<file path="src/rtl/pipeline_hazard_unit.sv">
// pipeline_hazard_unit: scoreboard-based operand forwarding and load-use stall detection.
// Ports:
//   clk_i, reset_ni                 clock, asynchronous active-low reset
//   dec_valid_i                     decode slot holds a real instruction
//   dec_rs_i/dec_rt_i               decode source registers, qualified by dec_uses_rs_i/dec_uses_rt_i
//   dec_regwrite_i/dec_wr_regnum_i  decode destination write enable and register
//   dec_memread_i                   decode instruction is a load
//   flush_i                         decode slot is wrong-path
//   stall_o                         hold PC and decode register
//   fwd_a_o/fwd_b_o                 operand source: 0 = regfile, k = stage k result
//   stall_count_o/flush_count_o     saturating event counters
module pipeline_hazard_unit #(
  parameter int STAGES     = 3,
  parameter int LOAD_STAGE = 2
) (
  input  logic        clk_i,
  input  logic        reset_ni,
  input  logic        dec_valid_i,
  input  logic [4:0]  dec_rs_i,
  input  logic [4:0]  dec_rt_i,
  input  logic        dec_uses_rs_i,
  input  logic        dec_uses_rt_i,
  input  logic        dec_regwrite_i,
  input  logic [4:0]  dec_wr_regnum_i,
  input  logic        dec_memread_i,
  input  logic        flush_i,
  output logic        stall_o,
  output logic [2:0]  fwd_a_o,
  output logic [2:0]  fwd_b_o,
  output logic [15:0] stall_count_o,
  output logic [15:0] flush_count_o
);
  logic [STAGES:1]      vld_q, vld_d, rw_q, rw_d, mr_q, mr_d, wr_en;
  logic [STAGES:1][4:0] rn_q, rn_d;
  logic [15:0]          stall_cnt_q, stall_cnt_d, flush_cnt_q, flush_cnt_d;
  logic [3:0]           hit_a, hit_b;
  logic                 blk_a, blk_b, stall, take;

  // Returns {is_load, stage} of the youngest writing entry targeting r, or 0.
  // Scanning oldest to youngest lets younger matches overwrite older ones.
  function automatic logic [3:0] youngest(input logic [4:0] r, input logic [STAGES:1] w,
                                          input logic [STAGES:1] m, input logic [STAGES:1][4:0] n);
    logic [3:0] res;
    res = '0;
    for (int k = STAGES; k >= 1; k--)
      if (w[k] && n[k] == r) res = {m[k], 3'(k)};
    return res;
  endfunction

  always_comb begin
    wr_en = '0;
    for (int k = 1; k <= STAGES; k++) wr_en[k] = vld_q[k] & rw_q[k] & (|rn_q[k]);
    hit_a = dec_uses_rs_i ? youngest(dec_rs_i, wr_en, mr_q, rn_q) : 4'd0;
    hit_b = dec_uses_rt_i ? youngest(dec_rt_i, wr_en, mr_q, rn_q) : 4'd0;
    // A load younger than LOAD_STAGE has no data yet and shadows any older producer.
    blk_a = hit_a[3] && int'(hit_a[2:0]) < LOAD_STAGE;
    blk_b = hit_b[3] && int'(hit_b[2:0]) < LOAD_STAGE;
    stall = dec_valid_i & (blk_a | blk_b) & ~flush_i;
    take  = dec_valid_i & ~stall & ~flush_i;
    vld_d = vld_q << 1;
    rw_d  = rw_q << 1;
    mr_d  = mr_q << 1;
    rn_d  = rn_q << 5;
    vld_d[1] = take;
    rw_d[1]  = take & dec_regwrite_i;
    mr_d[1]  = take & dec_memread_i;
    rn_d[1]  = take ? dec_wr_regnum_i : 5'd0;
    stall_cnt_d = (stall && stall_cnt_q != 16'hFFFF) ? stall_cnt_q + 16'd1 : stall_cnt_q;
    flush_cnt_d = (flush_i && dec_valid_i && flush_cnt_q != 16'hFFFF) ? flush_cnt_q + 16'd1 : flush_cnt_q;
  end

  always_ff @(posedge clk_i or negedge reset_ni) begin
    if (!reset_ni) begin
      vld_q       <= '0;
      rw_q        <= '0;
      mr_q        <= '0;
      rn_q        <= '0;
      stall_cnt_q <= '0;
      flush_cnt_q <= '0;
    end else begin
      vld_q       <= vld_d;
      rw_q        <= rw_d;
      mr_q        <= mr_d;
      rn_q        <= rn_d;
      stall_cnt_q <= stall_cnt_d;
      flush_cnt_q <= flush_cnt_d;
    end
  end

  assign stall_o       = stall;
  assign fwd_a_o       = blk_a ? 3'd0 : hit_a[2:0];
  assign fwd_b_o       = blk_b ? 3'd0 : hit_b[2:0];
  assign stall_count_o = stall_cnt_q;
  assign flush_count_o = flush_cnt_q;
endmodule
</file>
<file path="config.mk">
export PLATFORM = sky130hd
export DESIGN_NAME = pipeline_hazard_unit
export DESIGN_NICKNAME = d
export VERILOG_FILES = /design/src/rtl/pipeline_hazard_unit.sv
export SDC_FILE = /design/constraint.sdc
export NUM_CORES = 1
export LEC_CHECK = 0
export CELL_PAD_IN_SITES_DETAIL_PLACEMENT = 0
export CELL_PAD_IN_SITES_GLOBAL_PLACEMENT = 1
export CORE_MARGIN = 3
export CORE_UTILIZATION = 35
export CTS_CLUSTER_SIZE = 10
export DETAILED_ROUTE_END_ITERATION = 7
export MAX_ROUTING_LAYER = met4
export PLACE_DENSITY_LB_ADDON = 0.25
export SETUP_SLACK_MARGIN = 0.2
export SLEW_MARGIN = 30
export SYNTH_ARGS = -nofsm -noshare
export SYNTH_HDL_FRONTEND = slang
export SYNTH_SLANG_ARGS = --single-unit
</file>
<file path="constraint.sdc">
create_clock -name clk_i -period 1.9 [get_ports clk_i]
set_clock_uncertainty 0.05 [all_clocks]
set_input_delay 0.19 -clock clk_i [delete_from_list [all_inputs] [get_ports clk_i]]
set_output_delay 0.19 -clock clk_i [all_outputs]
set_load 0.05 [all_outputs]
</file>
==> impl_metrics.json <==
{
  "track_usage_pct": 16.5,
  "endpoint": "fwd_b_o[0]",
  "n_fill_cell": 600,
  "path_cells": "or4_1 > o211ai_1 > nor4_2 > buf_4 > nand4_1 > o22ai_4 > buf_12",
  "leakage_nw": 2.10,
  "antenna_found_initial": 0,
  "nets": 384,
  "drive_above_1_share_pct": 43.6,
  "report.final.slew_viol_count": 0,
  "wl_um": 6570,
  "cts_root_buf": "clkbuf_8",
  "clk_latency_ns": 0.30,
  "yosys_warnings": 0,
  "final-hold-violation-count": 0,
  "internal_power_w": 0.00194,
  "wl_per_cell_um": 14.3,
  "dr.pass1.iters": 4,
  "pwr-share-comb_pct": 23.9,
  "fin_ws_ns": -0.386,
  "critical_path_required_ns": 1.66,
  "overflow": 0,
  "power_w": 0.00280,
  "maxCapViolations": 0,
  "drc": 0,
  "r2r_cells": 8,
  "layout_common_cells": "buf_4, xor2_1, dfrtp_2, dlygate4sd2_1, dfrtp_1",
  "io_pins": 62,
  "antenna-diode-count": 0,
  "clock-sinks": 54,
  "grt_pass1_vias": 2274,
  "setup_violations": 24,
  "path_delay_family": "simple AND/OR/NAND/NOR gates",
  "min_period_over_period_pct": 120,
  "syn_inst": 239,
  "gp_congestion": 0.818,
  "worstHoldPathType": "flop to flop",
  "setup.worst_path.class": "flop to output port",
  "ir_worst_vdd_uv": 880,
  "critPathMaxFanout": 2,
  "p_sw_share_pct": 30.8,
  "switchingPower_w": 0.000861,
  "die_w_um": 93.4,
  "numCtsBuffers": 5,
  "fin_tns_setup_ns": -3.93,
  "tightest_slew_ns": 0.669,
  "rr_endpoint": "stall_count_o[1]$_DFFE_PN0P_",
  "rows": 31,
  "power.share.sequential_pct": 48.1,
  "r2r-start": "rn_d[8]$_DFF_PN0_",
  "slew_headroom_pct": 55.3,
  "fmax_ghz": 0.437,
  "final_common_cell": "buf_4",
  "arrival_ns": 2.05,
  "syn_area_um2": 2670,
  "violations": "negative setup slack",
  "worstSetupPathDepth": 7,
  "synth_area_per_cell_um2": 11.2,
  "design.core.area_um2": 7330,
  "grt_max_degree": 55,
  "start_util_pct": 36.5,
  "slowest_stage": "or4_1",
  "avgViaCountPerCell": 4.75,
  "p_per_area_nw_per_um2": 642,
  "vias": 2178,
  "place_hpwl_um": 4920,
  "cts_buffer_depth": 2,
  "tritoncts": "built",
  "cp-end-kind": "output port",
  "antenna_left": 0,
  "synthToLayoutAreaGrowth_pct": 62.9,
  "period_needed_ns": 2.29,
  "slowest_delay_ns": 0.52,
  "rsz0062_at_grt": "yes",
  "design.die.area_um2": 8720,
  "io_buffers": 59,
  "pwr-share-clk_pct": 28.0,
  "grt_pass1_wl_um": 11000,
  "startpoint": "rn_q[11]$_DFF_PN0_",
  "ys_seq_elements": 54,
  "ys_seq_area_share_pct": 50.5,
  "critPathBufInv": 2,
  "path_clk_slew_ns": 0.08,
  "status": "complete, but fails checks",
  "htreeDepth": 2,
  "reg2reg_slack_ns": -0.26,
  "cp-start-kind": "flop",
  "drtIter0Drc": 63,
  "die_y_um": 93.4,
  "ys_types": 37
}
==> cell usage after synthesis (all sizes together) <==
cell type / instances / area share, %
o21ai: 1 / 0.33
nor2b: 1 / 0.23
xnor2: 26 / 8.8
mux2: 4 / 1.7
nor2: 17 / 2.4
and3b: 1 / 0.33
a31oi: 1 / 0.47
nand2b: 4 / 0.94
dfrtp: 54 / 51
o22ai: 2 / 0.47
nand2: 20 / 2.8
and3: 11 / 2.6
buf: 3 / 0.98
and2: 1 / 0.23
o311a: 1 / 0.37
nor4: 7 / 1.9
conb: 1 / 0.14
or2: 1 / 0.23
or4: 1 / 0.28
ha: 2 / 0.94
nand3: 13 / 2.4
nor4b: 2 / 1.8
and4: 2 / 0.66
a21oi: 4 / 1.2
nand4: 13 / 3.0
nor3: 8 / 2.4
xor2: 32 / 10
inv: 3 / 0.42
o211ai: 2 / 0.75
or3: 1 / 0.23
==> worst min-delay path by stage <==
stage	startpoint	end	slack (ns)	cells past startpoint
after global routing	vld_q[2]$_DFF_PN0_	vld_q[3]$_DFF_PN0_	0.36	0
after global placement	reset_ni	rn_q[14]$_DFF_PN0_	0.16	2
after CTS	vld_q[2]$_DFF_PN0_	vld_q[3]$_DFF_PN0_	0.33	0
final	vld_q[2]$_DFF_PN0_	vld_q[3]$_DFF_PN0_	0.33	0
after detailed placement	reset_ni	rn_d[13]$_DFF_PN0_	0.16	2
after floorplan	reset_ni	flush_count_o[0]$_DFFE_PN0P_	-0.16	0
==> layout make-up <==
cell class / instances / area (um^2) / share of cell area [%]
clock buffer: 7 / 86.3 / 1.98
inverter: 3 / 11.3 / 0.259
timing repair buffer: 115 / 1070 / 24.5
clock inverter: 1 / 30.0 / 0.689
multi-input combinational: 180 / 1650 / 37.9
tap: 99 / 124 / 2.84
sequential: 54 / 1390 / 31.9
==> flip-flops by register name, indices dropped and copies added (netlist names) <==
| name | cells |
|---|---|
| rn_d | 10 |
| rn_q | 5 |
| flush_count_o | 16 |
| mr_q | 1 |
| stall_count_o | 16 |
| vld_q | 3 |
| rw_q | 3 |
==> power groups by stage <==
stage	combinational, W	clock [W]	sequential, W
5_1_grt	0.000718	0.000849	0.00136
3_3_place_gp	0.000688	0	0.00137
3_5_place_dp	0.000692	0	0.00136
2_1_floorplan	0.000201	0	0.00156
4_1_cts	0.000666	0.000810	0.00135
6_report	0.000669	0.000783	0.00134
==> what timing repair did <==
| action | 4_1_cts | 5_1_grt |
|---|---|---|
| pin swaps | 17 | 17 |
| setup endpoints to repair | 60 | 31 |
| endpoints found under the hold margin | 54 | 0 |
| hold buffers | 1 | 0 |
| buffers inserted | 6 | 7 |
| gates cloned | 1 | 0 |
| gates resized for setup | 67 | 18 |
==> cell families (layout without fill, tap and decap cells) <==
group / after synthesis / in the layout / synth area share, %
other cells: 1 / 2 / 0.140
fa+ha+maj: 2 / 2 / 0.936
mux: 4 / 4 / 1.68
xor+xnor: 58 / 58 / 19.3
simple gates: 103 / 103 / 22.5
compound gates: 11 / 11 / 3.56
flops: 54 / 54 / 50.5
buf+inv: 6 / 126 / 1.40
==> routing by layer <==
metal	share of wire (%)	vias to the layer above	GRT usage [%]
li1	-	1069	-
met1	47	1054	21.6
met2	47	50	26.2
met3	4.9	5	3.62
met4	0.99	0	4.03
met5	0	-	-
==> stage by stage <==
step                cell area, um^2  utilization [%]  setup WS [ns]  std cells  hold slack, ns
floorplan                      2840                -        -0.0437        240          -0.156
global placement               3890             53.1         -0.366        436           0.162
detailed placement             3890             53.1         -0.391        436           0.161
CTS                            4200             57.3         -0.433        452           0.333
global route                   4360             59.4         -0.503        459           0.356
finish                         4360             59.4         -0.386        459           0.331
Power figures use the tool's default switching activity.
